File: src/rtl/cpu_pkg.sv
// Shared CPU definitions: stack op codes, stack sequencer state encoding and
// datapath defaults (data width, reset value of the stack pointer R3).
package cpu_pkg;

  localparam int unsigned DW_DEF     = 32'd8;
  localparam logic [7:0]  SP_RST_DEF = 8'hFF;

  localparam logic [1:0] STK_PUSH = 2'b00;
  localparam logic [1:0] STK_POP  = 2'b01;
  localparam logic [1:0] STK_CALL = 2'b10;
  localparam logic [1:0] STK_RET  = 2'b11;

  typedef enum logic [2:0] {
    ST_IDLE  = 3'd0,
    ST_WRITE = 3'd1,
    ST_READ  = 3'd2,
    ST_WAIT  = 3'd3,
    ST_WB    = 3'd4
  } stk_state_e;

  // PUSH and CALL store to the stack; POP and RET load from it.
  function automatic logic is_write_op(input logic [1:0] code);
    return (code == STK_PUSH) || (code == STK_CALL);
  endfunction

endpackage

File: src/rtl/stack_ctrl.sv
// Stack sequencer for PUSH/POP/CALL/RET: SP update, data-memory strobes, POP
// writeback and RET PC reload. Define STACK_GUARD_EN for overflow/underflow squashing.
module stack_ctrl
  import cpu_pkg::*;
#(
  parameter int unsigned DW = DW_DEF
`ifdef STACK_GUARD_EN
  ,
  parameter logic [DW-1:0] SP_RST = DW'(SP_RST_DEF)
`endif
) (
  input  logic          clk,
  input  logic          rst,
  input  logic          op_valid,
  output logic          op_ready,
  input  logic [1:0]    op_code,
  input  logic [1:0]    op_dest,
  input  logic [DW-1:0] op_data,
  input  logic [DW-1:0] sp_in,
  output logic          sp_wr_en,
  output logic [DW-1:0] sp_next,
  output logic [DW-1:0] mem_addr,
  output logic [DW-1:0] mem_wdata,
  output logic          mem_we,
  output logic          mem_re,
  input  logic [DW-1:0] mem_rdata,
  output logic          rf_wr_en,
  output logic [1:0]    rf_waddr,
  output logic [DW-1:0] rf_wdata,
  output logic          pc_load,
  output logic [DW-1:0] pc_value,
  output logic          busy,
`ifdef STACK_GUARD_EN
  output logic          stack_fault,
`endif
  output logic          done
);

  typedef struct packed {
    logic          sp_wr_en;
    logic [DW-1:0] sp_next;
    logic [DW-1:0] mem_addr;
    logic [DW-1:0] mem_wdata;
    logic          mem_we;
    logic          mem_re;
    logic          rf_wr_en;
    logic [1:0]    rf_waddr;
    logic [DW-1:0] rf_wdata;
    logic          pc_load;
    logic [DW-1:0] pc_value;
    logic          done;
    logic          busy;
    logic          op_ready;
  } out_t;

  localparam int unsigned   OW      = $bits(out_t);
  localparam out_t          OUT_RST = out_t'({{(OW-1){1'b0}}, 1'b1});
  localparam logic [DW-1:0] SP_ONE  = DW'(1'b1);

  stk_state_e state_q, state_d;
  logic [1:0] code_q, code_d;
  logic [1:0] dest_q, dest_d;
  out_t       out_q, out_d;
  logic       accept_s;
  logic       fault_s;

  assign accept_s = op_valid && out_q.op_ready;

`ifdef STACK_GUARD_EN
  logic fault_q;

  assign fault_s = is_write_op(op_code) ? (sp_in == {DW{1'b0}}) : (sp_in == SP_RST);

  // Sticky fault flag, only reset clears it
  always_ff @(posedge clk) begin
    if (rst) begin
      fault_q <= 1'b0;
    end else if (accept_s && fault_s) begin
      fault_q <= 1'b1;
    end
  end

  assign stack_fault = fault_q;
`else
  assign fault_s = 1'b0;
`endif

  // Next state plus next registered outputs; outputs are built for the state being entered
  always_comb begin
    state_d = state_q;
    code_d  = code_q;
    dest_d  = dest_q;
    out_d   = out_t'({OW{1'b0}});
    case (state_q)
      ST_IDLE: begin
        if (accept_s) begin
          code_d = op_code;
          dest_d = op_dest;
          if (fault_s) begin
            // squashed op: stay idle, only the completion pulse
            state_d    = ST_IDLE;
            out_d.done = 1'b1;
          end else if (is_write_op(op_code)) begin
            state_d         = ST_WRITE;
            out_d.mem_we    = 1'b1;
            out_d.mem_addr  = sp_in;
            out_d.mem_wdata = op_data;
            out_d.sp_wr_en  = 1'b1;
            out_d.sp_next   = sp_in - SP_ONE;
            out_d.done      = 1'b1;
          end else begin
            state_d        = ST_READ;
            out_d.mem_re   = 1'b1;
            out_d.mem_addr = sp_in + SP_ONE;
            out_d.sp_wr_en = 1'b1;
            out_d.sp_next  = sp_in + SP_ONE;
          end
        end else begin
          state_d = ST_IDLE;
        end
      end
      ST_WRITE: state_d = ST_IDLE;
      ST_READ:  state_d = ST_WAIT;
      ST_WAIT: begin
        // memory data is valid this cycle; it lands in the WB-cycle outputs
        state_d    = ST_WB;
        out_d.done = 1'b1;
        if (code_q == STK_RET) begin
          out_d.pc_load  = 1'b1;
          out_d.pc_value = mem_rdata;
        end else begin
          out_d.rf_wr_en = 1'b1;
          out_d.rf_waddr = dest_q;
          out_d.rf_wdata = mem_rdata;
        end
      end
      ST_WB:   state_d = ST_IDLE;
      default: state_d = ST_IDLE;
    endcase
    out_d.op_ready = (state_d == ST_IDLE);
    out_d.busy     = (state_d != ST_IDLE);
  end

  // State, latched op fields and output registers
  always_ff @(posedge clk) begin
    if (rst) begin
      state_q <= ST_IDLE;
      code_q  <= STK_PUSH;
      dest_q  <= 2'b00;
      out_q   <= OUT_RST;
    end else begin
      state_q <= state_d;
      code_q  <= code_d;
      dest_q  <= dest_d;
      out_q   <= out_d;
    end
  end

  assign op_ready  = out_q.op_ready;
  assign busy      = out_q.busy;
  assign done      = out_q.done;
  assign sp_wr_en  = out_q.sp_wr_en;
  assign sp_next   = out_q.sp_next;
  assign mem_addr  = out_q.mem_addr;
  assign mem_wdata = out_q.mem_wdata;
  assign mem_we    = out_q.mem_we;
  assign mem_re    = out_q.mem_re;
  assign rf_wr_en  = out_q.rf_wr_en;
  assign rf_waddr  = out_q.rf_waddr;
  assign rf_wdata  = out_q.rf_wdata;
  assign pc_load   = out_q.pc_load;
  assign pc_value  = out_q.pc_value;

endmodule
File: config.mk
export PLATFORM = sky130hd
export DESIGN_NAME = stack_ctrl
export DESIGN_NICKNAME = d
export VERILOG_FILES = /design/src/rtl/cpu_pkg.sv /design/src/rtl/stack_ctrl.sv
export SDC_FILE = /design/constraint.sdc
export NUM_CORES = 1
export LEC_CHECK = 0
export BUFFER_PORTS_ARGS = -buffer_cell sky130_fd_sc_hd__buf_2
export CORE_UTILIZATION = 42
export CTS_CLUSTER_SIZE = 40
export DETAILED_ROUTE_END_ITERATION = 8
export PLACE_DENSITY_LB_ADDON = 0.15
export SLEW_MARGIN = 10
export SYNTH_ARGS = -nofsm -noshare
export SYNTH_HDL_FRONTEND = slang
export SYNTH_SLANG_ARGS = --single-unit
File: constraint.sdc
create_clock -name clk -period 1.4 [get_ports clk]
set_input_delay 0.14 -clock clk [delete_from_list [all_inputs] [get_ports clk]]
set_output_delay 0.14 -clock clk [all_outputs]
set_load 0.02 [all_outputs]
==> results of run 1 <==
==> cells by family after synthesis <==
logic type,count (synthesis),synth area share [%]
XOR/XNOR,10,4.62
AND/OR/NAND/NOR,74,22.0
adder cells (fa/ha/maj),4,2.64
flip-flops,57,60.2
buffers and inverters,13,3.96
multiplexers,5,2.64
AO/OA/AOI/OAI,13,3.96
==> final cells by class <==
type / instances / area [um2]
clock buffer: 13 / 149
tap: 52 / 65.1
sequential: 57 / 1140
timing repair buffer: 102 / 573
fill: 369 / 1630
clock inverter: 3 / 40.0
multi-input combinational: 106 / 728
inverter: 6 / 30.0
==> how the worst max path moves through the flow <==
stage,end,cells after the start
6_report,mem_wdata[7],5
5_1_grt,sp_next[7],4
4_1_cts,done,4
3_5_place_dp,sp_next[0],5
3_3_place_gp,mem_wdata[6],5
2_1_floorplan,mem_wdata[0],5
==> metal layers <==
layer	share of wire [%]	vias up	global-route usage, %
li1	-	790	-
met1	45	699	21.0
met4	2.7	0	11.6
met5	0	-	0
met3	6.9	10	6.40
met2	45	62	26.6
==> repair_timing <==
action                                 4_1_cts  5_1_grt
endpoints found under the hold margin        0        0
gates resized for setup                      8       10
setup endpoints to repair                   21       37
buffers inserted                             0        0
pin swaps                                    5        3
==> per-stage QoR <==
| stage | hold slack, ns | power, uW | cell area (um2) | cells |
|---|---|---|---|---|
| after CTS | 0.00659 | 3590 | 2700 | 339 |
| after detailed placement | 0.353 | 2110 | 2480 | 323 |
| after floorplan | 0.212 | 1950 | 1900 | 176 |
| after global placement | 0.359 | 2110 | 2480 | 323 |
| final | 0.0242 | 3560 | 2730 | 339 |
| after global routing | 0.00869 | 3720 | 2730 | 339 |
==> flip-flops by register name, summed over array words and instances (netlist names) <==
name and count:
rf_waddr 2, mem_re 1, mem_wdata 8, mem_we 1, mem_addr 8, pc_load 1, pc_value 8, sp_wr_en 1
state_q 3, op_ready 1, dest_q 2, rf_wr_en 1, code_q 2, done 1, busy 1, sp_next 8
rf_wdata 8
==> cell usage after synthesis, types with 2 or more instances <==
master	count	area, um2
mux2i_1	5	50.1
ha_1	4	50.1
clkbuf_1	2	7.51
buf_2	2	10.0
inv_1	5	18.8
xnor2_1	5	43.8
buf_6	3	33.8
dfxtp_1	57	1140
nor3_1	3	15.0
o21ai_0	4	20.0
a31oi_1	2	12.5
or3_1	3	18.8
a21oi_1	3	15.0
or2_2	2	12.5
and3_1	8	50.1
and2_1	19	119
nand2_1	7	26.3
o22ai_1	2	12.5
nor2_1	23	86.3
xor2_1	5	43.8
nand4_1	3	18.8
==> where the power goes <==
part / internal (uW) / switching (uW) / leakage (uW)
Combinational: 176 / 215 / 0.000833
Sequential: 1680 / 23.3 / 0.000463
Clock: 866 / 597 / 0.0000974
==> run summary, run 1 <==
Hold EP -> rf_wdata[6]
post-synthesis sequential area ratio -> 60.2%
Leak -> 0.00139 uW
Hold Violations, Final -> 0
hold_buf cts -> 0
most frequent cells in the layout -> buf_2, dfxtp_1, buf_4
final core occ -> 62.6%
R2R Setup Slk -> -0.07 ns
Mapped Cells -> 176
worst-skew pair later-pin latency -> 0.32 ns
Post-Syn Area per Cell -> 10.8 um2
Top FF cell, synth -> dfxtp_1
critical-path maximum fanout -> 10
worst-case reg-to-reg path depth -> 5
Reg2Reg Capture Point -> mem_wdata[7]
critical-path cell list -> or3_4 -> or3_4 -> buf_6 -> inv_8 -> and3_4
cell area after synthesis -> 1900 um2
FMAX -> 0.680 GHz
worst vdd ir -> 0.758 mV
count of pins over their slew limit -> 0
vias in the first global route -> 1,444
routed vias -> 1,561
MaxCap Viol Count -> 0
first-pass GRT wire length -> 6.46 mm
Final Wtd Congestion -> 0.737
post-layout minimum cycle time -> 1.47 ns
critical setup path kind -> reg -> reg
EDFF count, synth -> 0
worst r2r src -> state_q[0]
Iter 0 DRT Violations -> 70
Worst Hold Depth -> 2
DRT Pass-1 Iters -> 4
peak per-stage delay on the critical path -> 0.38 ns
CTS tree -> done
synth unique cells -> 30
Layout area overhead -> 43.8%
outcome -> complete, but fails checks
htree depth -> 3
CP delay by family, top -> simple AND/OR/NAND/NOR gates
Routed Antenna Nets -> 0
Post-DP HPWL -> 2.78 mm
most common cell after layout, fill and taps aside -> buf_2
HP Class -> in -> reg
Die Footprint -> 4790 um2
Num CTS Buffers -> 9
overall die width -> 69.2 um
Most Frequent Cell on Critical Path -> or3_4
Syn Nets -> 211
hold_sp -> mem_rdata[6]
die extent in y -> 69.2 um
I/O pins -> 81
RSZ-0062 raised after global routing -> yes
synth warn -> 0
crit path buf inv count -> 2
DRC errors left -> 0
total routed wirelength -> 3.90 mm
WL/cell -> 11.5 um
clock sinks -> 57
Reg clk slew, reported paths -> 0.06 ns
Worst path slowest cell -> or3_4
Tightest Pin Transition -> 0.362 ns
CP startpoint -> state_q[0]
Bufs on Longest Clock Path -> 2
ANT cells -> 0
initial antenna violation count -> 0
gr usage total -> 17.6%
Layout Skew -> 0.00584 ns
Initial Utilization -> 43.6%
critical path startpoint category -> flip-flop
largest net degree at the start of global routing -> 12
Pwr Density -> 1310 nW/um2
Req. time, crit path -> 1.67 ns
Critical Path End Type -> flip-flop
via-per-instance ratio -> 4.60
#FFs+latches synth -> 57
Post-layout nets -> 317
core footprint -> 4350 um2
Final WS setup -> -0.0708 ns
layout cells sized above 1 -> 47.7%
ratio of final minimum period to clock period -> 105%
Slew HR -> 75.7%
cell row count -> 24
pre-CTS setup slack -> -0.0936 ns
total negative slack -> -0.858 ns
I/O Buffers -> 80
FFs w/ async S/R, synth -> 0%
failing checks -> negative setup slack
critical path data arrival time -> 1.74 ns
Root Driver -> clkbuf_8
GRT overflow -> 0
final setup fails -> 22
(Power assumes the default switching activity.)
==> run 2, diff against run 1 <==
==> constraint.sdc (replaced) <==
create_clock -name clk -period 1.4 [get_ports clk]
set_input_delay 0.14 -clock clk [delete_from_list [all_inputs] [get_ports clk]]
set_output_delay 0.14 -clock clk [all_outputs]
set_load 0.05 [all_outputs]
==> run summary, run 2 (synthesized netlist as in run 1, its figures left out) <==
outcome -> complete, but fails checks
failing checks -> negative setup slack
I/O pins -> 81 (unchanged)
CTS tree -> done
first-pass GRT wire length -> 6.33 mm (-2.0%)
GRT overflow -> 0 (unchanged)
Initial Utilization -> 43.6% (unchanged)
Int Pwr -> 2590 uW (-5.1%)
CP delay by family, top -> simple AND/OR/NAND/NOR gates
final setup fails -> 19 (-14%)
Num CTS Buffers -> 9 (unchanged)
FMAX -> 0.687 GHz (+1.1%)
most frequent cells in the layout -> buf_2, dfxtp_1, and2_1, buf_4, nor2_1
clock sinks -> 57 (unchanged)
Hold Violations, Final -> 0 (unchanged)
RSZ-0062 raised after global routing -> yes
Die Footprint -> 4790 um2 (unchanged)
die extent in y -> 69.2 um (unchanged)
Layout area overhead -> 42.9%
Tightest Pin Transition -> 0.385 ns (+0.0231 ns)
Most Frequent Cell on Critical Path -> or3_4
DRC errors left -> 0 (unchanged)
CP startpoint -> state_q[0]
R2R Setup Slk -> -0.05 ns (+0.02 ns)
vias in the first global route -> 1,473 (+2.0%)
most common cell after layout, fill and taps aside -> buf_2
critical-path maximum fanout -> 5 (-5)
htree depth -> 3 (unchanged)
crit path buf inv count -> 2 (unchanged)
Reg2Reg Capture Point -> mem_addr[4]
critical path data arrival time -> 1.71 ns (-0.03 ns)
critical-path cell list -> or3_4 -> or3_4 -> buf_6 -> buf_4 -> nor2_1
Slew HR -> 74.2% (-1.6 points)
Sequential Power Share -> 48.3% (+0.4 points)
layout cells sized above 1 -> 49.0% (+1.2 points)
cell row count -> 24 (unchanged)
Leak -> 0.00138 uW (-0.70%)
Reg clk slew, reported paths -> 0.06 ns (about the same)
Logic pwr share -> 13.9% (+2.9 points)
largest net degree at the start of global routing -> 12 (unchanged)
worst vdd ir -> 0.584 mV (-23%)
Root Driver -> clkbuf_8
final core occ -> 62.3% (-0.37 points)
Critical Path End Type -> flip-flop
fin cells -> 338 (-0.29%)
I/O Buffers -> 80 (unchanged)
placed cells -> 320 (-0.93%)
Sw Pwr -> 950 uW (+14%)
overall die width -> 69.2 um (unchanged)
critical path startpoint category -> flip-flop
critical setup path kind -> reg -> reg
ratio of final minimum period to clock period -> 104% (-1.1 points)
Iter 0 DRT Violations -> 39 (-44%)
Worst path slowest cell -> or3_4
total routed wirelength -> 3.73 mm (-4.4%)
routed vias -> 1,527 (-2.2%)
Post-DP HPWL -> 2.75 mm (-1.0%)
HP Class -> in -> reg
Routed Antenna Nets -> 0 (unchanged)
Bufs on Longest Clock Path -> 2 (unchanged)
worst r2r src -> state_q[0]
crit path capture -> mem_addr[4]
Req. time, crit path -> 1.66 ns (about the same)
Post-layout nets -> 316 (-0.32%)
Final Wtd Congestion -> 0.730 (-0.92%)
DRT Pass-1 Iters -> 2 (-2)
worst-case reg-to-reg path depth -> 5 (unchanged)
Layout Skew -> 0.00680 ns (+0.000961 ns)
WL/cell -> 11.0 um (-4.1%)
MaxCap Viol Count -> 0 (unchanged)
ANT cells -> 0 (unchanged)
clock share of power -> 37.8% (-3.3 points)
peak per-stage delay on the critical path -> 0.37 ns (about the same)
Pwr Density -> 1300 nW/um2 (about the same)
worst-skew pair later-pin latency -> 0.31 ns (about the same)
total negative slack -> -0.752 ns (+0.106 ns)
core footprint -> 4350 um2 (unchanged)
initial antenna violation count -> 0 (unchanged)
Final WS setup -> -0.0550 ns (+0.0158 ns)
switching share of power -> 26.9% (+3.4 points)
via-per-instance ratio -> 4.52 (-1.9%)
gr usage total -> 16.7% (-0.92 points)
post-layout minimum cycle time -> 1.45 ns (-0.0158 ns)
count of pins over their slew limit -> 0 (unchanged)
WP depth -> 5 (unchanged)
[run 2: changes by cell type in the layout (fill, tap and decap cells not counted)]
| cell | delta |
|---|---|
| and3_4 | -1 |
| clkinvlp_4 | +2 |
| clkinv_2 | +1 |
| clkbuf_8 | +1 |
| buf_4 | -1 |
| dfxtp_1 | -1 |
| bufinv_16 | -1 |
| clkbuf_1 | -3 |
| nor2_2 | +1 |
| dfxtp_2 | +1 |
| nor2_1 | -1 |
| and3_1 | +1 |
[run 2: per-stage QoR]
step                      hold WS, ns  total power (uW)  setup slack (ns)  instance area [um2]
after floorplan                 0.212              2050           -0.0172                 1900
after global placement          0.359              2200           -0.0751                 2460
after detailed placement        0.358              2210            -0.105                 2460
after CTS                      0.0240              3580           -0.0621                 2670
after global routing           0.0252              3700            -0.109                 2710
final                          0.0393              3540           -0.0550                 2710
[run 2: worst min path at each step]
stage,start,endpoint,slack [ns],depth (start not counted)
2_1_floorplan,rst,code_q[0],0.21,1
3_3_place_gp,mem_rdata[6],rf_wdata[6],0.36,2
3_5_place_dp,mem_rdata[3],rf_wdata[3],0.36,2
4_1_cts,mem_rdata[0],rf_wdata[0],0.02,2
5_1_grt,mem_rdata[6],rf_wdata[6],0.03,2
6_report,mem_rdata[3],pc_value[3],0.04,2
[run 2: routing by layer]
layer	GRT usage, %	vias up	share of wire, %
met1	20.1	685	45
met2	26.6	49	48
met4	8.16	0	0.86
li1	-	789	-
met5	0	-	0
met3	5.67	4	5.9
[run 2: repair_timing]
item	in CTS	in global routing
gates cloned	0	0
setup buffers	1	1
pin swaps	1	6
endpoints found under the setup margin	18	35
hold buffers	0	0
gates resized for setup	6	12
[run 2: layout make-up]
cell class | count | area (um2)
clock buffer | 11 | 151
clock inverter | 5 | 30.0
fill | 384 | 1640
timing repair buffer | 101 | 566
inverter | 6 | 30.0
multi-input combinational | 106 | 726
tap | 52 | 65.1
sequential | 57 | 1140
[run 2: power groups by stage]
stage	clock, uW	combinational, uW	sequential [uW]
global placement	0	462	1740
floorplan	0	146	1900
CTS	1390	479	1710
detailed placement	0	464	1740
global route	1460	530	1710
finish	1340	492	1710
